$ cat src/rtl/conditional_subtract_select.sv
// conditional_subtract_select
// Final reduction stage behind a word-serial subtractor. It collects the
// operand stream (A, B) and the difference stream (D = A - B). It decides
// serially whether A >= B, then replays D when A >= B and A otherwise,
// LSW first.
module conditional_subtract_select #(
  parameter int REGISTER_SIZE = 32,
  parameter int BITS_IN_NUM   = 2048
) (
  input  logic                     clk_in,
  input  logic                     rst_in,
  input  logic [REGISTER_SIZE-1:0] a_in,
  input  logic [REGISTER_SIZE-1:0] b_in,
  input  logic                     valid_in,
  input  logic [REGISTER_SIZE-1:0] diff_in,
  input  logic                     diff_valid_in,
  input  logic                     diff_final_in,
  output logic                     ready_out,
  output logic [REGISTER_SIZE-1:0] data_out,
  output logic                     valid_out,
  output logic                     final_out,
  output logic                     ge_out
);

  localparam int NUM_WORDS = BITS_IN_NUM / REGISTER_SIZE;
  localparam int CW        = $clog2(NUM_WORDS) + 1;
  localparam int AW        = (NUM_WORDS > 1) ? $clog2(NUM_WORDS) : 1;

  localparam logic [CW-1:0] CNT_FULL = CW'(NUM_WORDS);
  localparam logic [CW-1:0] CNT_LAST = CW'(NUM_WORDS - 1);
  localparam logic [CW-1:0] CNT_ONE  = CW'(1);

  typedef enum logic {
    ST_COLLECT,
    ST_OUTPUT
  } state_e;

  state_e                   state_q;
  logic [CW-1:0]            a_cnt_q, a_cnt_d;
  logic [CW-1:0]            d_cnt_q, d_cnt_d;
  logic [CW-1:0]            r_cnt_q;
  logic                     ge_q, ge_d;
  logic                     a_take, d_take, collect_done;

  logic                     rd_valid_q;
  logic                     rd_last_q;
  logic [REGISTER_SIZE-1:0] a_rdata_q;
  logic [REGISTER_SIZE-1:0] d_rdata_q;

  logic [REGISTER_SIZE-1:0] data_q;
  logic                     valid_q;
  logic                     final_q;
  logic                     ge_out_q;

  logic [REGISTER_SIZE-1:0] a_mem [NUM_WORDS];
  logic [REGISTER_SIZE-1:0] d_mem [NUM_WORDS];

  // The end-of-number marker is redundant because the word counters decide completion.
  logic unused_diff_final;
  assign unused_diff_final = diff_final_in;

  // Accept words only while collecting and while a stream is not yet full.
  // The compare flag follows the latest unequal word, so the MSW decides.
  always_comb begin
    a_take       = (state_q == ST_COLLECT) && valid_in && (a_cnt_q != CNT_FULL);
    d_take       = (state_q == ST_COLLECT) && diff_valid_in && (d_cnt_q != CNT_FULL);
    a_cnt_d      = a_take ? (a_cnt_q + CNT_ONE) : a_cnt_q;
    d_cnt_d      = d_take ? (d_cnt_q + CNT_ONE) : d_cnt_q;
    ge_d         = ge_q;
    if (a_take) begin
      if (a_in > b_in) begin
        ge_d = 1'b1;
      end else if (a_in < b_in) begin
        ge_d = 1'b0;
      end
    end
    collect_done = (a_cnt_d == CNT_FULL) && (d_cnt_d == CNT_FULL);
  end

  // Word buffers have a write port and one registered read port, so they can map to block RAM.
  always_ff @(posedge clk_in) begin
    if (a_take) begin
      a_mem[a_cnt_q[AW-1:0]] <= a_in;
    end
    if (d_take) begin
      d_mem[d_cnt_q[AW-1:0]] <= diff_in;
    end
    a_rdata_q <= a_mem[r_cnt_q[AW-1:0]];
    d_rdata_q <= d_mem[r_cnt_q[AW-1:0]];
  end

  // Collect/replay controller. It issues one read per cycle, then registers the selected word one cycle later.
  always_ff @(posedge clk_in or negedge rst_in) begin
    if (!rst_in) begin
      state_q    <= ST_COLLECT;
      a_cnt_q    <= '0;
      d_cnt_q    <= '0;
      r_cnt_q    <= '0;
      ge_q       <= 1'b1;
      rd_valid_q <= 1'b0;
      rd_last_q  <= 1'b0;
      data_q     <= '0;
      valid_q    <= 1'b0;
      final_q    <= 1'b0;
      ge_out_q   <= 1'b0;
    end else begin
      case (state_q)
        ST_COLLECT: begin
          a_cnt_q    <= a_cnt_d;
          d_cnt_q    <= d_cnt_d;
          ge_q       <= ge_d;
          r_cnt_q    <= '0;
          rd_valid_q <= 1'b0;
          rd_last_q  <= 1'b0;
          valid_q    <= 1'b0;
          final_q    <= 1'b0;
          if (collect_done) begin
            state_q <= ST_OUTPUT;
          end
        end
        ST_OUTPUT: begin
          if (r_cnt_q != CNT_FULL) begin
            r_cnt_q    <= r_cnt_q + CNT_ONE;
            rd_valid_q <= 1'b1;
            rd_last_q  <= (r_cnt_q == CNT_LAST);
          end else begin
            rd_valid_q <= 1'b0;
            rd_last_q  <= 1'b0;
          end
          valid_q  <= rd_valid_q;
          final_q  <= rd_last_q;
          ge_out_q <= ge_q;
          if (rd_valid_q) begin
            data_q <= ge_q ? d_rdata_q : a_rdata_q;
          end
          if (final_q) begin
            state_q    <= ST_COLLECT;
            a_cnt_q    <= '0;
            d_cnt_q    <= '0;
            r_cnt_q    <= '0;
            ge_q       <= 1'b1;
            rd_valid_q <= 1'b0;
            rd_last_q  <= 1'b0;
          end
        end
        default: begin
          state_q <= ST_COLLECT;
        end
      endcase
    end
  end

  assign ready_out = (state_q == ST_COLLECT);
  assign data_out  = data_q;
  assign valid_out = valid_q;
  assign final_out = final_q;
  assign ge_out    = ge_out_q;

endmodule

$ cat config.mk
export PLATFORM = sky130hd
export DESIGN_NAME = conditional_subtract_select
export DESIGN_NICKNAME = d
export VERILOG_FILES = /design/src/rtl/conditional_subtract_select.sv
export SDC_FILE = /design/constraint.sdc
export NUM_CORES = 2
export LEC_CHECK = 0
export ABC_CLOCK_PERIOD_IN_PS = 4800
export BUFFER_PORTS_ARGS = -buffer_cell sky130_fd_sc_hd__buf_2
export CORE_MARGIN = 3
export CORE_UTILIZATION = 55
export DETAILED_ROUTE_END_ITERATION = 8
export PLACE_DENSITY = 0.7
export REMOVE_ABC_BUFFERS = 1
export SLEW_MARGIN = 30
export SYNTH_ARGS = -nofsm -noshare
export SYNTH_HDL_FRONTEND = slang
export SYNTH_SLANG_ARGS = --single-unit
$ cat constraint.sdc
create_clock -name clk_in -period 4.8 [get_ports clk_in]
set_clock_uncertainty 0.05 [all_clocks]
set_input_delay 1.44 -clock clk_in [delete_from_list [all_inputs] [get_ports clk_in]]
set_output_delay 1.44 -clock clk_in [all_outputs]
set_load 0.005 [all_outputs]
==> flow_summary.toml <==
[final_layout]
area_delta_synth_final_pct = 13.5
layout_commonest_cell = "edfxtp_1"
final_cell_mix = "edfxtp_1 (4,096), mux4_2 (1,146), clkbuf_16 (417)"
drive_above_1_share_pct = 31.1
final_cell_area_sq_um = 183000
nets = 7693
final.fill_count = 19200

[die]
ios = 137
core_sq_um = 291000
fp.dieH_microns = 547
die_w_microns = 547
die-area_sq_um = 300000
start_util_pct = 55.3
rows = 198

[global_route]
grt_pass1_wl_microns = 582000
antenna_found_initial = 20
grt_pass1_vias = 78200
grt_overflow_total = 0
grt_usage_pct = 27.4
grt_max_degree = 102

[yosys]
synthFlopType = "edfxtp_1"
ys_types = 57
synth_edf_count = 4096
syn_inst = 6994
yosys_warnings = 0
synth-seq-cells = 4220
synth_top_family_by_area = "multiplexers"
avgSynthCellArea_sq_um = 23.1
synth-simple-area-share_pct = 1.39
synth_compound_gate_area_share_pct = 2.02
netlist_area_sq_um = 161000
synth_seq_area_share_pct = 78.0
synthAdderAreaFrac_pct = 0.295
synth-xor-area-share_pct = 0.0652
synth_mux_area_share_pct = 17.0
synth-async-reset-ratio_pct = 1.42

[clock_tree]
clockBufferDepth = 4
cts-resized-gates = 0
clkLatencyLatePin_ns = 0.92
cts_hold_buf = 0
cts_root_buf = "clkbuf_16"
cts_buffers = 409
cts_setup_buffers = 0
cts_tree = "done"
path_clk_slew_ns = 0.06
cts_sinks = 4220
htree_num_levels = 5

[worst_hold_path]
hold_path.class = "reg -> reg"

[worst_setup_path]
path_class = "reg -> reg"
cp_data_arrival_time_ns = 4.69
critPathLaunchType = "flop"
crit_fanout = 40
crit_path_end_kind = "flop"
crit_required_ns = 5.45

[pwr]
power_frac_comb_pct = 1.1
ir_worst_vdd_uv = 337
power_mw = 72.6
swShare_pct = 19.3
pwr-share-seq_pct = 55.6
leakage_nw = 58.0
switchingPower_mw = 14.0
p_int_mw = 58.5
pwr_density_cell_nw_per_um2 = 396
clkPwrFrac_pct = 43.3

[place]
placed_area_sq_um = 170000
dp_slack_ns = 0.714
hpwl_microns = 233000
place_congestion = 0.855
port-buffer-count = 135

[sta]
timing.hold.ws_ns = 0.420
worst_pin_slew_ns = 1.09
rsz0062_at_grt = "false"
period_needed_ns = 4.05
fin_ws_ns = 0.752
max_clock_freq_mhz = 247
finalHoldViolCount = 0
setup_violations = 0
max_slew_margin_pct = 27.6
post-route-period-util_pct = 84.3
finalMaxSlewViolations = 0

[routing]
wirelength_microns = 409000
vias = 77500
wl_per_cell_microns = 34.7
vias_per_cell = 6.56
drt-pass1-iter-count = 8
ant_nets = 0
drcViolationCount = 0
drt_iter0_markers = 10600

[run_status]
run_status = "complete, no violations"

[run]
drv_cap = 0
[cell type report]
| type | count | area, sq um | area share, % |
|---|---|---|---|
| Sequential cell | 4220 | 126000 | 68.7 |
| Tap cell | 3900 | 4880 | 2.67 |
| Clock inverter | 228 | 2070 | 1.13 |
| Timing Repair Buffer | 538 | 4530 | 2.48 |
| Inverter | 41 | 166 | 0.0909 |
| Clock buffer | 520 | 11000 | 6.02 |
| Multi-Input combinational cell | 2344 | 34600 | 18.9 |
| Antenna cell | 10 | 25.0 | 0.0137 |
[layer usage]
metal	share of wire, %	vias up	track usage, %	routed length, microns
met2	50	4229	44.8	205000
met1	37	41700	37.9	150000
li1	-	30900	-	-
met3	9.2	658	4.39	37800
met4	4.1	4	10.2	16800
met5	0.0081	-	0	33
[metrics by stage]
stage          cells  util, %  setup TNS (ns)
6_report       11800     62.8               0
5_1_grt        11800     62.8               0
4_1_cts        11800     62.8               0
3_5_place_dp   11000     58.3               0
3_3_place_gp   11000     58.3               0
2_1_floorplan   6605        -        -2660.53
[state kept, by name, summed over array words and instances (netlist names), 7 cells and up]
register   flops
a_cnt_q        7
a_rdata_q     32
d_mem       2048
data_out      32
r_cnt_q        7
d_cnt_q        7
a_mem       2048
d_rdata_q     32
[path summary, 6_finish.rpt]
path	slack (ns)	from	end	cells past startpoint
setup reg to reg	0.75	r_cnt_q[0]	d_rdata_q[8]	8
setup / recovery	0.75	r_cnt_q[0]	d_rdata_q[8]	8
hold reg to reg	0.42	rd_last_q	final_out	1
max in group asynchronous	3.51	rst_in	r_cnt_q[3]	1
hold / removal	0.42	rd_last_q	final_out	1
min in group asynchronous	0.47	rst_in	data_out[8]	1
[synthesized netlist by cell type (2+ instances only)]
cell type | count | area [sq um]
o31ai_1 | 10 | 75.1
clkbuf_1 | 188 | 706
a211oi_1 | 118 | 886
xnor2_1 | 6 | 52.6
a31oi_1 | 4 | 25.0
mux2_2 | 30 | 338
dfxtp_1 | 64 | 1280
and2_1 | 86 | 538
and3_1 | 2 | 12.5
a221oi_1 | 20 | 175
ha_1 | 38 | 475
and4_1 | 3 | 26.3
dfrtp_1 | 59 | 1480
a21o_1 | 7 | 52.6
nand4_1 | 10 | 62.6
or2_2 | 3 | 18.8
o22ai_1 | 21 | 131
or3b_2 | 3 | 26.3
a22o_1 | 16 | 140
o21ai_0 | 46 | 230
o221ai_1 | 6 | 52.6
nor2b_1 | 9 | 56.3
mux2i_1 | 130 | 1300
nand3b_1 | 7 | 52.6
edfxtp_1 | 4096 | 123000
nor4_1 | 2 | 12.5
buf_1 | 50 | 188
a21oi_1 | 204 | 1020
nor3_1 | 22 | 110
inv_1 | 40 | 150
or3_1 | 6 | 37.5
nor2_1 | 189 | 709
nand2b_1 | 6 | 37.5
o21ai_1 | 4 | 20.0
o21a_1 | 3 | 22.5
nand3_1 | 17 | 85.1
xor2_1 | 6 | 52.6
nand2_1 | 111 | 417
buf_4 | 38 | 285
a221o_1 | 18 | 180
buf_2 | 104 | 521
mux4_2 | 1146 | 25800
o211ai_1 | 6 | 45.0
buf_6 | 8 | 90.1
a22oi_1 | 20 | 150
[critical path, stage by stage, from the launching register on]
cell      delay (ns)
dfrtp_4         0.93
buf_4           0.35
buf_12          0.27
buf_12          0.34
mux4_2          0.55
mux2i_1         0.17
a211oi_1        0.22
a21oi_1         0.53
o21ai_0         0.36
[kinds of logic after synthesis]
kind of cell	count (synthesis)
flops	4220
mux	1306
compound gates	508
simple gates	480
buf+inv	430
fa+ha+maj	38
xor+xnor	12
[power by group through the flow]
stage               combinational, mW  sequential, mW  clock, mW
finish                          0.775            40.4       31.4
CTS                             0.779            40.4       31.8
global route                    0.835            40.4       33.2
detailed placement              0.782            41.2          0
global placement                0.717            41.2          0
floorplan                      0.0454            41.2          0
(Power assumes the default switching activity.)
